[config.mk]
export PLATFORM = sky130hd
export DESIGN_NAME = dmem_port_arbiter
export DESIGN_NICKNAME = d
export VERILOG_FILES = /design/src/rtl/dmem_port_arbiter.sv
export SDC_FILE = /design/constraint.sdc
export NUM_CORES = 1
export LEC_CHECK = 0
export BUFFER_PORTS_ARGS = -buffer_cell sky130_fd_sc_hd__buf_2
export CAP_MARGIN = 10
export CORE_AREA = 2 2 167 169
export DETAILED_ROUTE_END_ITERATION = 12
export DIE_AREA = 0 0 169 171
export GPL_ROUTABILITY_DRIVEN = 1
export PLACE_DENSITY = 0.32
export SYNTH_ARGS = -nofsm -noshare
export SYNTH_HDL_FRONTEND = slang
export SYNTH_SLANG_ARGS = --single-unit
[constraint.sdc]
create_clock -name clk -period 2.5 [get_ports clk]
set_clock_uncertainty 0.2 [all_clocks]
set_input_delay 0.625 -clock clk [delete_from_list [all_inputs] [get_ports clk]]
set_output_delay 0.625 -clock clk [all_outputs]
set_load 0.005 [all_outputs]
[src/rtl/dmem_port_arbiter.sv]
`timescale 1ns/1ps
`default_nettype none
// ============================================================================
//  Module   : dmem_port_arbiter
//  Purpose  : Shares the single-port, synchronous-read data memory between the
//             CPU MEM stage and a debug/loader port. Produces the CPU stall,
//             bounds CPU starvation of the debug port with a grant streak
//             counter, and enforces a one-cycle gap after every read issue.
//  Options  : ARB_STATS_EN - adds saturating grant / conflict counters.
//  Revision : 1.0 - initial release
// ============================================================================
module dmem_port_arbiter #(
    parameter int ADDR_W         = 10,
    parameter int DATA_W         = 64,
    parameter int MAX_CPU_STREAK = 4
) (
    input  logic              clk,
    input  logic              rst,
    // CPU MEM stage
    input  logic              cpu_req,
    input  logic              cpu_we,
    input  logic [ADDR_W-1:0] cpu_addr,
    input  logic [DATA_W-1:0] cpu_wdata,
    output logic [DATA_W-1:0] cpu_rdata,
    output logic              cpu_rvalid,
    output logic              cpu_stall,
    // debug / loader port
    input  logic              dbg_req,
    input  logic              dbg_we,
    input  logic [ADDR_W-1:0] dbg_addr,
    input  logic [DATA_W-1:0] dbg_wdata,
    output logic              dbg_gnt,
    output logic [DATA_W-1:0] dbg_rdata,
    output logic              dbg_rvalid,
    // data memory
    output logic              mem_en,
    output logic              mem_we,
    output logic [ADDR_W-1:0] mem_addr,
    output logic [DATA_W-1:0] mem_wdata,
    input  logic [DATA_W-1:0] mem_rdata
`ifdef ARB_STATS_EN
    ,
    output logic [31:0]       stat_cpu_grants,
    output logic [31:0]       stat_dbg_grants,
    output logic [31:0]       stat_conflict_cycles
`endif
);

    typedef enum logic [1:0] {
        S_IDLE   = 2'd0,
        S_CPU_RD = 2'd1,
        S_DBG_RD = 2'd2
    } state_t;

    localparam logic [3:0] c_streak_max = 4'(MAX_CPU_STREAK);

    state_t     r_state;
    logic [3:0] r_streak;
    logic       r_rst_d;       // high for the first cycle after reset: no grants

    logic       w_idle;
    logic       w_streak_full;
    logic       w_dbg_win;
    logic       w_cpu_win;

    // Grants are only issued from IDLE, and never in the cycle following reset.
    assign w_idle        = (r_state == S_IDLE) & ~r_rst_d;
    assign w_streak_full = (r_streak == c_streak_max);
    // CPU wins by default; debug wins when alone or when the CPU streak is used up.
    assign w_dbg_win     = w_idle & dbg_req & (~cpu_req | w_streak_full);
    assign w_cpu_win     = w_idle & cpu_req & ~w_dbg_win;

    assign dbg_gnt    = w_dbg_win;
    assign cpu_rvalid = (r_state == S_CPU_RD);
    assign dbg_rvalid = (r_state == S_DBG_RD);
    assign cpu_rdata  = cpu_rvalid ? mem_rdata : '0;
    assign dbg_rdata  = dbg_rvalid ? mem_rdata : '0;

    // Memory request is steered straight from the current winner; idle bus is all-zero.
    always_comb begin
        mem_en    = 1'b0;
        mem_we    = 1'b0;
        mem_addr  = '0;
        mem_wdata = '0;
        if (w_cpu_win) begin
            mem_en    = 1'b1;
            mem_we    = cpu_we;
            mem_addr  = cpu_addr;
            mem_wdata = cpu_wdata;
        end else if (w_dbg_win) begin
            mem_en    = 1'b1;
            mem_we    = dbg_we;
            mem_addr  = dbg_addr;
            mem_wdata = dbg_wdata;
        end
    end

    // Stall the CPU whenever its request cannot finish this cycle.
    always_comb begin
        cpu_stall = cpu_req;
        case (r_state)
            S_IDLE:   cpu_stall = cpu_req & (~w_cpu_win | ~cpu_we);
            S_CPU_RD: cpu_stall = 1'b0;
            default:  cpu_stall = cpu_req;
        endcase
    end

    // Arbiter FSM and CPU streak counter.
    always_ff @(posedge clk) begin
        if (rst) begin
            r_state  <= S_IDLE;
            r_streak <= 4'd0;
            r_rst_d  <= 1'b1;
        end else begin
            r_rst_d <= 1'b0;
            case (r_state)
                S_IDLE: begin
                    if (w_cpu_win && !cpu_we)
                        r_state <= S_CPU_RD;
                    else if (w_dbg_win && !dbg_we)
                        r_state <= S_DBG_RD;
                    // streak only moves on IDLE cycles
                    if (w_dbg_win || !dbg_req)
                        r_streak <= 4'd0;
                    else if (w_cpu_win && !w_streak_full)
                        r_streak <= r_streak + 4'd1;
                end
                default: r_state <= S_IDLE;
            endcase
        end
    end

`ifdef ARB_STATS_EN
    logic [31:0] r_stat_cpu;
    logic [31:0] r_stat_dbg;
    logic [31:0] r_stat_conf;

    // Saturating grant and conflict counters.
    always_ff @(posedge clk) begin
        if (rst) begin
            r_stat_cpu  <= '0;
            r_stat_dbg  <= '0;
            r_stat_conf <= '0;
        end else begin
            if (w_cpu_win && (r_stat_cpu != 32'hFFFF_FFFF))
                r_stat_cpu <= r_stat_cpu + 32'd1;
            if (w_dbg_win && (r_stat_dbg != 32'hFFFF_FFFF))
                r_stat_dbg <= r_stat_dbg + 32'd1;
            if ((r_state == S_IDLE) && cpu_req && dbg_req && (r_stat_conf != 32'hFFFF_FFFF))
                r_stat_conf <= r_stat_conf + 32'd1;
        end
    end

    assign stat_cpu_grants      = r_stat_cpu;
    assign stat_dbg_grants      = r_stat_dbg;
    assign stat_conflict_cycles = r_stat_conf;
`endif

endmodule
`default_nettype wire

==> flow_summary.toml <==
[pwr]
power.combinational.fraction_pct = 64.9
power_switching_share_pct = 36.8
post-layout-total-power_uw = 1120
static-leakage-power_uw = 0.00338
share_clk_of_total_power_pct = 24.7
switching_power_uw = 412
intPower_uw = 708
share_seq_of_total_power_pct = 10.5
cellPowerDensity_nw_per_um2 = 186
ir_drop_uv = 178

[timing]
slew_viol_final = 0
max_clock_freq_mhz = 364
worst_margin_pin_slew_ns = 0.364
grt_setup_unrepaired = "true"
max_slew_margin_pct = 75.6
layout_setup_ws_ns = -0.245
finalCritPeriodShare_pct = 110
finalCriticalPeriod_ns = 2.74
setup-violations-final = 77
setup-tns-final_ns = -13.48
hold_violations = 0

[detailed_routing]
drt_pass1_iterations = 5
ant_nets = 0
route.vias.total = 4674
drc = 0
detail_route.vias_per_cell = 3.79
drt_first_iter_violations = 173
route.detailed.wl_per_inst_um = 13.9
route.final.wire_length_um = 17200

[hold_path]
hp-start = "r_streak[2]"
timing.hold.worst.class = "reg -> reg"
holdPathStages = 1
hold_path_end = "r_streak[2]"

[synth]
syn_area_cell_sq_um = 5.47
synth-warning-count = 0
ys_async_sr_fraction_pct = 0
syn-cell-area_sq_um = 2440
synth.distinct_cells = 27
synth_area_leaders = "and2_1 33%, nand3_1 16%, o21ai_0 15%"
synth.top_cell.area_share_pct = 32.8
number_of_flip_flops_and_latches_in_the_synthesized_netlist = 7
synthMostInstantiatedCell = "and2_1"
yosysTopAreaCell = "and2_1"
synth_fp_nets = 666
synthesis.instances = 446
synth_common_cells = "128 x and2_1, 79 x nand2_1, 76 x nand3_1"
synth-edff-count = 0
ys.flop_type = "dfxtp_1"
synth.yosys.seq_area_share_pct = 5.75

[worst_setup_path]
crit_path_end_kind = "primary output"
r2r-start = "r_streak[0]"
r2r_slack_ns = 0.65
r2r_end = "r_streak[1]"
buf_inv_on_cp = 5
rr_worst_depth = 8
timing.critical_path.slowest_cell_delay_ns = 0.32
worstSetupStartpointType = "register"
path_max_fanout = 8
critPathKind = "reg -> out"
timing.critical_path.slowest_stage_cell = "dfxtp_2"
required_arrival_time_at_the_worst_endpoint_ns = 1.67
cp_data_arrival_time_ns = 1.92
cp_cell_sequence = "inv_2 > ha_4 > and3b_2 > a21oi_4 > buf_6 > buf_12 > clkbuf_16 > nand3_1 > o21ai_1 > buf_2"
top_delay_family_on_crit_path = "buffers and inverters"

[clock_tree]
ctsHtreeMaxLevel = 1
cts_tree = "built"
cts_max_path_buffers = 2
postCtsHoldBufs = 0
clock_tree.root_cell = "clkbuf_16"
tritoncts_num_sinks = 7
cts_inserted_buffers = 3
clock_transition_at_the_registers_of_the_reported_paths_ns = 0.04
worst_skew_pair.late_latency_ns = 0.23

[placed_design]
dpl.hpwl_um = 13300
detailed_place.area_sq_um = 5270
gp_congestion = 0.773
port_buffers = 425
preCtsSetupSlack_ns = -0.0393

[floorplan]
die-height_um = 171
initial_utilization_pct = 8.92
fp.coreArea_sq_um = 27300
floorplan.die_area_sq_um = 28900
io_pins = 426
die_w_um = 169
placement_rows = 61

[global_routing]
grt_util_met1_pct = 10.3
grtUsageMet3_pct = 2.06
grt.met2_usage_pct = 20.7
groute.usage.overall_pct = 10.0
grt_antenna_before_repair = 1
gr-max-usage-layer = "met2"
grt_start_max_net_pins = 67
first_global_vias = 4162
gr-total-overflow = 0
grt_first_pass_wirelength_um = 22600

[layout]
layout-drive-gt1-share_pct = 62.4
finish.net_count = 1109
num-fill-cells = 3151
final_cell_area_sq_um = 6010
diodes = 0
area_growth_syn_to_layout_pct = 146

[outcome]
violations_in_the_final_reports = "negative setup slack"
status = "complete, but fails checks"

[job]
drv_cap = 0
-- cell type report --
class / instances / area (sq um) / share of cell area, %
sequential: 7 / 143 / 2.38
tap: 346 / 433 / 7.21
timing repair buffer: 485 / 2940 / 48.9
clock buffer: 4 / 78.8 / 1.31
multi-input combinational: 389 / 2400 / 40.0
inverter: 3 / 11.3 / 0.188
-- worst max-delay path by stage --
stage / slack [ns] / endpoint / cells past startpoint / startpoint
floorplan: 0.18 / mem_wdata[53] / 5 / dbg_req
global placement: -0.05 / mem_wdata[17] / 7 / cpu_req
detailed placement: -0.04 / mem_wdata[6] / 8 / cpu_req
CTS: -0.19 / mem_wdata[5] / 9 / r_streak[0]
global route: -0.33 / mem_wdata[50] / 10 / r_streak[1]
finish: -0.24 / mem_wdata[55] / 10 / r_streak[0]
-- routing by layer --
layer  wire [um]  up-vias
met1        6280     2053
met3        1360       10
met5          13        -
li1            -     2365
met2        9370      244
met4         124        2
-- flip-flops by register name (all words and copies together) (netlist names) --
register and flops:
r_state 2, r_streak 4, r_rst_d 1
-- layout by cell type, fill, tap and decap left out, types with 8 or more instances in the layout --
cell type and instances:
buf_6 8, o21ai_2 15, and2_1 128, o21ai_1 50, buf_2 425, nand3_2 35, o21ai_0 11, nand2_1 79
buf_4 27, buf_12 13, nand3_1 38, nor2_1 8, clkbuf_16 8
-- what timing repair did --
action | CTS | global route
cloned | 3 | 5
hold endpoints to repair | 0 | 0
setup buffers | 11 | 5
pin swaps | 5 | 26
setup endpoints to repair | 77 | 77
gates resized for setup | 52 | 98
-- power groups by stage --
| stage | sequential (uW) | clock [uW] | combinational (uW) |
|---|---|---|---|
| floorplan | 119 | 0 | 214 |
| global placement | 119 | 0 | 613 |
| detailed placement | 118 | 0 | 608 |
| CTS | 117 | 282 | 665 |
| global route | 117 | 287 | 801 |
| finish | 117 | 276 | 726 |
-- logic make-up (layout without fill, tap and decap cells) --
logic type	count (synthesis)	in the layout	share of synthesized area [%]
and+or+nand+nor	302	302	65.4
AOI/OAI and AO/OA	84	84	18.1
buffers and inverters	50	492	9.34
DFF	7	7	5.75
adders and majority gates	2	2	1.03
muxes	1	1	0.410
-- through the flow --
stage	hold slack [ns]	cells	util, %
final	0.331	1234	22.0
after global routing	0.343	1234	22.0
after CTS	0.318	1228	20.6
after detailed placement	0.314	1210	19.3
after global placement	0.324	1210	19.3
after floorplan	0.259	446	-
Power figures use the tool's default switching activity.
